--- config.mk ---
export PLATFORM = sky130hd
export DESIGN_NAME = wave_gen
export DESIGN_NICKNAME = d
export VERILOG_FILES = /design/src/rtl/wave_gen.sv
export SDC_FILE = /design/constraint.sdc
export NUM_CORES = 1
export LEC_CHECK = 0
export BUFFER_PORTS_ARGS = -buffer_cell sky130_fd_sc_hd__clkbuf_2
export CAP_MARGIN = 20
export CORE_MARGIN = 8
export CORE_UTILIZATION = 55
export CTS_CLUSTER_DIAMETER = 100
export DETAILED_ROUTE_END_ITERATION = 16
export PLACE_DENSITY = 0.73
export SLEW_MARGIN = 0
export SYNTH_ARGS = -nofsm -noshare
export SYNTH_HDL_FRONTEND = slang
export SYNTH_SLANG_ARGS = --single-unit
--- constraint.sdc ---
create_clock -name clk -period 9 [get_ports clk]
set_input_delay 0.45 -clock clk [delete_from_list [all_inputs] [get_ports clk]]
set_output_delay 0.45 -clock clk [all_outputs]
set_load 0.02 [all_outputs]
--- src/rtl/wave_gen.sv ---
// DDS-style waveform generator: phase accumulator, shape/scale/offset pipeline, shadowed config.
// Define WAVE_GEN_DITHER_EN to add a 16-bit LFSR dither to the scaled sample.
module wave_gen #(
  parameter int unsigned DAC_BITS   = 14,
  parameter int unsigned PHASE_BITS = 24
) (
  input  logic                  clk,
  input  logic                  rst,
  input  logic                  enable,
  input  logic                  val_req,
  input  logic                  cfg_valid,
  output logic                  cfg_ready,
  input  logic [1:0]            cfg_wave,
  input  logic [PHASE_BITS-1:0] cfg_step,
  input  logic [DAC_BITS-1:0]   cfg_amp,
  input  logic [DAC_BITS-1:0]   cfg_offset,
  output logic [DAC_BITS-1:0]   dac_val,
  output logic                  wrap
);

  typedef struct packed {
    logic [1:0]            wave;
    logic [PHASE_BITS-1:0] step;
    logic [DAC_BITS-1:0]   amp;
    logic [DAC_BITS-1:0]   offset;
  } cfg_t;

  localparam cfg_t CfgRst = '{wave: 2'd0, step: '0, amp: '1, offset: '0};

  cfg_t                  active_q, active_d, shadow_q, shadow_d, cfg_in;
  logic                  pending_q, pending_d;
  logic [PHASE_BITS-1:0] phase_q, phase_d, phase_sum;
  logic                  carry, launch, transfer;
  logic                  wrap_q, wrap_d;
  logic [DAC_BITS-1:0]   p, tri_v, shape;
  logic [1:0]            dith;

  logic                  s1_vld_q, s1_vld_d, s2_vld_q, s2_vld_d;
  logic [DAC_BITS-1:0]   s1_shape_q, s1_shape_d, s1_amp_q, s1_amp_d, s1_off_q, s1_off_d;
  logic [DAC_BITS-1:0]   s2_off_q, s2_off_d;
  logic [DAC_BITS:0]     s2_sc_q, s2_sc_d, amp_p1;
  logic [2*DAC_BITS-1:0] prod;
  logic [DAC_BITS+1:0]   sum;
  logic [DAC_BITS-1:0]   dac_q, dac_d;

  assign cfg_in    = '{wave: cfg_wave, step: cfg_step, amp: cfg_amp, offset: cfg_offset};
  assign launch    = val_req & enable;
  assign cfg_ready = ~pending_q;
  assign transfer  = cfg_valid & cfg_ready;
  assign dac_val   = dac_q;
  assign wrap      = wrap_q;

  always_comb begin
    {carry, phase_sum} = {1'b0, phase_q} + {1'b0, active_q.step};
    phase_d   = launch ? phase_sum : phase_q;
    wrap_d    = launch & carry;
    shadow_d  = shadow_q;
    active_d  = active_q;
    pending_d = pending_q;
    // A pending config lands on a carry-out launch, or at once if the generator is stopped.
    if (pending_q && (!enable || (launch && carry))) begin
      active_d  = shadow_q;
      pending_d = 1'b0;
    end
    if (transfer) begin
      shadow_d = cfg_in;
      if (enable) pending_d = 1'b1;
      else        active_d  = cfg_in;
    end
  end

  always_comb begin
    p     = phase_q[PHASE_BITS-1 -: DAC_BITS];
    tri_v = {p[DAC_BITS-2:0], 1'b0};
    shape = p;
    case (active_q.wave)
      2'd0:    shape = p;
      2'd1:    shape = ~p;
      2'd2:    shape = p[DAC_BITS-1] ? ~tri_v : tri_v;
      default: shape = {DAC_BITS{p[DAC_BITS-1]}};
    endcase
  end

  always_comb begin
    s1_vld_d   = launch;
    s1_shape_d = shape;
    s1_amp_d   = active_q.amp;
    s1_off_d   = active_q.offset;
    amp_p1     = {1'b0, s1_amp_q} + {{DAC_BITS{1'b0}}, 1'b1};
    // Product always fits 2*DAC_BITS since shape < 2^DAC_BITS and amp+1 <= 2^DAC_BITS.
    prod       = {{DAC_BITS{1'b0}}, s1_shape_q} * {{(DAC_BITS-1){1'b0}}, amp_p1};
    s2_vld_d   = s1_vld_q;
    s2_sc_d    = (DAC_BITS+1)'((prod >> DAC_BITS) + {{(2*DAC_BITS-2){1'b0}}, dith});
    s2_off_d   = s1_off_q;
    sum        = {2'b00, s2_off_q} + {1'b0, s2_sc_q};
    dac_d      = dac_q;
    if (s2_vld_q) dac_d = (|sum[DAC_BITS+1:DAC_BITS]) ? '1 : sum[DAC_BITS-1:0];
  end

`ifdef WAVE_GEN_DITHER_EN
  logic [15:0] lfsr_q, lfsr_d;
  logic [1:0]  s1_dith_q, s1_dith_d;

  always_comb begin
    lfsr_d    = lfsr_q;
    s1_dith_d = lfsr_q[1:0];
    if (launch) lfsr_d = {lfsr_q[0] ^ lfsr_q[2] ^ lfsr_q[3] ^ lfsr_q[5], lfsr_q[15:1]};
  end

  always_ff @(posedge clk) begin
    if (rst) begin
      lfsr_q    <= 16'hACE1;
      s1_dith_q <= 2'b00;
    end else begin
      lfsr_q    <= lfsr_d;
      s1_dith_q <= s1_dith_d;
    end
  end

  assign dith = s1_dith_q;
`else
  assign dith = 2'b00;
`endif

  always_ff @(posedge clk) begin
    if (rst) begin
      phase_q    <= '0;
      active_q   <= CfgRst;
      shadow_q   <= CfgRst;
      pending_q  <= 1'b0;
      wrap_q     <= 1'b0;
      s1_vld_q   <= 1'b0;
      s1_shape_q <= '0;
      s1_amp_q   <= '0;
      s1_off_q   <= '0;
      s2_vld_q   <= 1'b0;
      s2_sc_q    <= '0;
      s2_off_q   <= '0;
      dac_q      <= '0;
    end else begin
      phase_q    <= phase_d;
      active_q   <= active_d;
      shadow_q   <= shadow_d;
      pending_q  <= pending_d;
      wrap_q     <= wrap_d;
      s1_vld_q   <= s1_vld_d;
      s1_shape_q <= s1_shape_d;
      s1_amp_q   <= s1_amp_d;
      s1_off_q   <= s1_off_d;
      s2_vld_q   <= s2_vld_d;
      s2_sc_q    <= s2_sc_d;
      s2_off_q   <= s2_off_d;
      dac_q      <= dac_d;
    end
  end

endmodule
# --- After elaboration in Yosys (flattened, before gate mapping) ---
# Cells that the tools add are included.
op_classes:
  n_addsub: 3
  multipliers: 1
  div_mod_pow: 0
  order_cmp: 0
  eq_ne: 2
  shifts: 0
  n_mux: 9
  bitwise_logic: 6
  n_reduce_logical: 6
op_table:
  columns: ["cell", "count"]
  rows:
  - ["54-bit two-way mux", 3]
  - ["14-bit case mux with 3 select lines", 1]
  - ["14-bit by 15-bit multiplier with 28-bit output", 1]
  - ["14-bit two-way mux", 2]
  - ["14-bit NOT", 2]
  - ["24-bit by 24-bit adder with 25-bit output", 1]
  - ["14-bit by 15-bit adder with 16-bit output", 1]
  - ["14-bit by 1-bit adder with 15-bit output, second input constant", 1]
  - ["1-bit AND", 3]
  - ["1-bit two-way mux", 3]
  - ["2-bit by 1-bit equality test with 1-bit output, second input constant", 1]
  - ["2-bit equality test, second input constant", 1]
  - ["1-bit logical AND", 2]
  - ["2-bit zero test", 1]
  - ["2-bit OR reduction", 1]
  - ["1-bit zero test", 1]
  - ["1-bit logical OR", 1]
  - ["1-bit NOT", 1]
word_totals:
  reg_bits: 221
  latch_bits: 0
  ramBits: 0
  mem_bits_ro: 0
  in_bits: 59
  out_inout_bits: 16
  elab_cells: 47
  memories: 0

# --- Longest topological paths before layout ---
depth:
  depth_word: 7
  mapped_depth: 26
  mapped_depth_nobuf: 25

# --- Worst setup path after synthesis ---
# Ideal clock, no wire load.
synth_path:
  path_kind: "register -> register"
  from: "reg s1_amp_q[0]"
  to: "reg s2_sc_q[3]"
  setup_time_ns: 0.123
  t_arrival_ns: 6.399
  required_time_ns: 8.877
  path_slack_ns: 2.477
  stages_incl_launch_ff: 23
  n_path_buf: 1
  period_less_slack_ns: 6.523
  cell_sequence: "dfxtp_1 ha_1 nand2_1 nor3_1 xor2_1 clkbuf_1 and2_1 fa_1 inv_1 fa_1 inv_1 fa_1 fa_1 fa_1 fa_1 ha_1 a211oi_1 o21ai_1 a2111oi_0 o2bb2ai_1 o21ai_1 a21oi_1 mux2_1"
synth_via:
  elab_chain_len: 2
synth_rtl:
  columns: ["element", "line_no", "rtl"]
  rows:
  - ["start, declared", "39", "logic [DAC_BITS-1:0] s1_shape_q, s1_shape_d, s1_amp_q, s1_amp_d, s1_off_q, s1_off_d;"]
  - ["start signal, assigned", "148", "s1_amp_q <= s1_amp_d;"]
  - ["14-bit by 1-bit adder with 15-bit output", "89", "amp_p1 = {1'b0, s1_amp_q} + {{DAC_BITS{1'b0}}, 1'b1};"]
  - ["14-bit by 15-bit multiplier with 28-bit output", "91", "prod = {{DAC_BITS{1'b0}}, s1_shape_q} * {{(DAC_BITS-1){1'b0}}, amp_p1};"]
  - ["end signal, assigned", "151", "s2_sc_q <= s2_sc_d;"]
  - ["end, declared", "41", "logic [DAC_BITS:0] s2_sc_q, s2_sc_d, amp_p1;"]
# No other way between the ends.
# A chain may end at the register's enable or synchronous reset.

# --- Worst setup path in the final report ---
layout_path:
  from: "reg s1_amp_q[0]"
  to: "reg s2_sc_q[12]"
# Same word-level chain as after synthesis.

==> results.txt <==
- Syn Std Cell Area: 0.0170 mm^2
* Post-Place Cell Area: 0.0175 mm^2
- Placer congestion estimate: 0.902
- In this run, the number of DRC markers left after iteration 0 of detailed routing was 721.
* GR Overflow Total: 0
- The floorplan step defined a die boundary enclosing 0.0369 mm^2.
* Register bit count reported by yosys: 220
- In this run the deepest clock path goes through 3 buffers.
- The share of total power dissipated in the clock network is 0.318.
- DP HPWL: 27900 um
* Final period util: 0.841
- Floorplan die width: 192 um
- Later-pin clock latency in the skew report: 0.53 ns
- The critical path is of the reg2reg type.
* Most area-consuming cells after synthesis: sky130_fd_sc_hd__dfxtp_1 (26%), sky130_fd_sc_hd__fa_1 (18%), sky130_fd_sc_hd__ha_1 (9.3%)
- Largest registers: shadow_q x54, active_q x26, phase_q x24
- For this design the top-level I/O count stands at 75.
- Based on the critical path, the design can be clocked at up to roughly 0.13 GHz.
- Switching power share of the total: 0.342
- The share of synthesized area in the top cell type comes to 0.259.
- Setup violations remaining at the end of the flow were counted as 0.
- Period minus WS final: 7.57 ns
* Switching power of the nets: roughly 1.1 mW
- Yosys mapped a number of flops with a built-in enable equal to 0.
- Largest net degree at the start of global routing: 79
- TritonCTS built the clock tree.
- Required time of the worst setup path: around 9.4 ns
- Ratio of cells with drive above 1 in the final layout: 0.0822
- The floorplan has 64 rows.
- The number of hold-slack violations in the final timing report is 0.
- Register clock-pin slew on the reported worst setup and hold paths: 0.06 ns
- The register with the most flip-flops in the layout has 54 of them.
- Worst-case setup margin in the final layout: roughly 1.4 ns
- Across every metal layer, demand over resource in global routing totals 0.209.
* Yosys synthesis warning count: 0
- Share of synthesized area occupied by flip-flops and latches: 0.259
* Initial antenna violation count: 0
- The flow ran to the end, and the final reports show no timing, DRC or antenna violations.
- Relative to the synthesized area, the layout overhead comes to 7.99%.
- At the placement stage, the worst setup path has a slack of 1.48 ns.
* Remaining number of nets flagged by the antenna check after routing: 0
- First-pass GRT wire length: 63800 um
* Maximum fanout along the worst path: 16
* Syn Nets: ~2300
- The worst setup path is launched from a register.
- After detailed placement, the design holds a cell count of 2320.
* Number of unique standard cell types used by synthesis: 76
- Num Clock Sinks: 220
* Total power per unit cell area: 176 mW/mm^2
- The routed layout has 13200 vias.
* Setup Skew: 0.0271 ns
- The finished layout holds 2366 standard cells, fillers aside.
- From bottom edge to top edge, the die measures 192 um.
- Dividing the detail-routed via count by the number of cells gives 5.58.
* CTS Root Cell: sky130_fd_sc_hd__clkbuf_16
* H-tree depth: 1
* Most flops, register: shadow_q
- Net count, final: 2291
- In this run the post-CTS setup repair buffer count came out at 0.
- Sum of negative setup slack: 0 ns
- The share of total power dissipated in combinational logic is 0.323.
- For this run, asynchronously set or reset flops after synthesis account for 0.
* Seq pwr share: 0.359
- Most area-hungry cell type in the Yosys netlist: sky130_fd_sc_hd__dfxtp_1
- DR pass1 iterations: 6
- Routed WL: ~38000 um
- For the pin with the worst max-slew slack, the measured transition is 1.03 ns.
* DRC: 0
- After synthesis, the mean cell area works out to 8.79 um^2.
- Count of cells resized by post-cts repair: 0
- After clock tree synthesis, the flow added hold-fix buffers numbering 0.
* Number of filler cells placed in the layout: 2593
* Internal power: approximately 2.1 mW
- Arrival @ worst endpoint: 7.93 ns
- Leakage power of the design: a little under 9 nW
- Sort of element at the end of the critical path: register
- Setup repair after global routing left no endpoint under its margin.
* Synth Instances: 1937
- In this run the tightest slew margin relative to its limit is 0.316.
- The core region is 0.0305 mm^2.
- Among all flip-flop cells after synthesis, the most frequent one is sky130_fd_sc_hd__dfxtp_1.
* Starting Density: 0.558
* Worst IR drop on VDD: between 100 and 150 uV
* Port Buf Inserts: 74
* TritonCTS Buffers: 24
- The path class of the tightest hold or removal check is in2reg.
- Antenna Cells: 0
- Detail-routed net length per standard cell: between 15 and 20 um
* Via count of the first global-routing pass: 13300
- The number of max-slew violations in the final report came to 0.
- Once layout is done, the placed cells without fillers occupy approximately 0.018 mm^2.
- Max-cap violations in this run came to 0.
==> area by class of cell <==
cell class | count | area, um^2 | share of cell area
repair buffers | 96 | 571 | 0.0310
flip-flops and latches | 220 | 4410 | 0.240
inverters | 197 | 739 | 0.0402
well taps | 396 | 495 | 0.0269
clock inverters | 13 | 168 | 0.00912
clock buffers | 30 | 673 | 0.0366
multi-input cells | 1414 | 11300 | 0.616
==> final timing paths <==
path / from / endpoint / slack, ns / cells after the start
setup reg to reg: s1_amp_q[0]$_SDFF_PP0_ / s2_sc_q[12]$_SDFF_PP0_ / 1.43 / 24
hold reg to reg: s1_off_q[11]$_SDFF_PP0_ / s2_off_q[11]$_SDFF_PP0_ / 0.44 / 1
hold / removal: cfg_amp[5] / shadow_q[19]$_SDFFE_PP1P_ / 0.14 / 3
setup / recovery: s1_amp_q[0]$_SDFF_PP0_ / s2_sc_q[12]$_SDFF_PP0_ / 1.43 / 24
==> critical path, cell delays in order (launching register included) <==
cell and delay, ns:
sky130_fd_sc_hd__dfxtp_1 0.70, sky130_fd_sc_hd__ha_1 0.32, sky130_fd_sc_hd__nand2_1 0.10, sky130_fd_sc_hd__nor3_1 0.43, sky130_fd_sc_hd__xor2_1 0.13, sky130_fd_sc_hd__buf_4 0.21
sky130_fd_sc_hd__and2_1 0.18, sky130_fd_sc_hd__fa_1 0.50, sky130_fd_sc_hd__inv_1 0.05, sky130_fd_sc_hd__fa_1 0.47, sky130_fd_sc_hd__inv_1 0.06, sky130_fd_sc_hd__fa_1 0.49
sky130_fd_sc_hd__fa_1 0.52, sky130_fd_sc_hd__fa_1 0.49, sky130_fd_sc_hd__inv_1 0.05, sky130_fd_sc_hd__fa_1 0.47, sky130_fd_sc_hd__inv_1 0.04, sky130_fd_sc_hd__ha_1 0.31
sky130_fd_sc_hd__a211oi_1 0.25, sky130_fd_sc_hd__o211ai_1 0.14, sky130_fd_sc_hd__a211oi_1 0.46, sky130_fd_sc_hd__o211ai_1 0.33, sky130_fd_sc_hd__a41o_1 0.36, sky130_fd_sc_hd__a211oi_1 0.26
sky130_fd_sc_hd__nor3_1 0.07
==> metal layers <==
metal	GRT usage	routed length, um
met1	0.262	16800
met2	0.364	18500
met3	0.0330	1850
met4	0.0672	1070
met5	0	0
==> power groups by stage <==
stage	Clock [mW]	Combinational (mW)	Sequential (mW)
6_report	1.03	1.04	1.16
5_1_grt	1.09	1.19	1.17
4_1_cts	1.05	1.04	1.16
3_5_place_dp	0	1.03	1.18
3_3_place_gp	0	0.981	1.18
2_1_floorplan	0	0.815	1.12
==> cells in the mapped netlist (all sizes together) (14+ instances only) <==
| master | number |
|---|---|
| a211oi | 26 |
| a21o | 18 |
| a21oi | 113 |
| a22o | 41 |
| a2bb2oi | 14 |
| and2 | 91 |
| and3 | 19 |
| buf | 25 |
| clkbuf | 77 |
| dfxtp | 220 |
| fa | 153 |
| ha | 126 |
| inv | 197 |
| mux2i | 55 |
| nand2 | 310 |
| nand3 | 41 |
| nor2 | 74 |
| nor2b | 69 |
| nor3 | 16 |
| o21ai | 76 |
| xnor2 | 43 |
| xor2 | 28 |
==> per-stage QoR <==
| step | power [mW] | util | hold slack (ns) |
|---|---|---|---|
| global route | 3.44 | 0.603 | 0.132 |
| detailed placement | 2.21 | 0.573 | 0.437 |
| CTS | 3.24 | 0.601 | 0.124 |
| floorplan | 1.94 | - | 0.414 |
| global placement | 2.16 | 0.573 | 0.423 |
| finish | 3.23 | 0.603 | 0.143 |
==> cell families (layout without fill, tap and decap cells) <==
family | after synthesis | count (layout) | share of synthesized area
multiplexers | 56 | 56 | 0.0330
buffers and inverters | 303 | 336 | 0.0768
AND/OR/NAND/NOR | 652 | 652 | 0.180
flip-flops | 220 | 220 | 0.259
AO/OA/AOI/OAI | 356 | 356 | 0.142
XOR/XNOR | 71 | 71 | 0.0365
adder cells (fa/ha/maj) | 279 | 279 | 0.272
==> placed cells by master (no fill, tap or decap), types with 43 or more instances in the layout <==
cell and count:
sky130_fd_sc_hd__a21oi_1 113, sky130_fd_sc_hd__and2_1 90, sky130_fd_sc_hd__clkbuf_2 73, sky130_fd_sc_hd__dfxtp_1 219, sky130_fd_sc_hd__fa_1 153, sky130_fd_sc_hd__ha_1 126, sky130_fd_sc_hd__inv_1 197, sky130_fd_sc_hd__mux2i_1 55
sky130_fd_sc_hd__nand2_1 309, sky130_fd_sc_hd__nor2_1 74, sky130_fd_sc_hd__nor2b_1 68, sky130_fd_sc_hd__o21ai_0 69, sky130_fd_sc_hd__xnor2_1 43
Power figures use the tool's default switching activity.
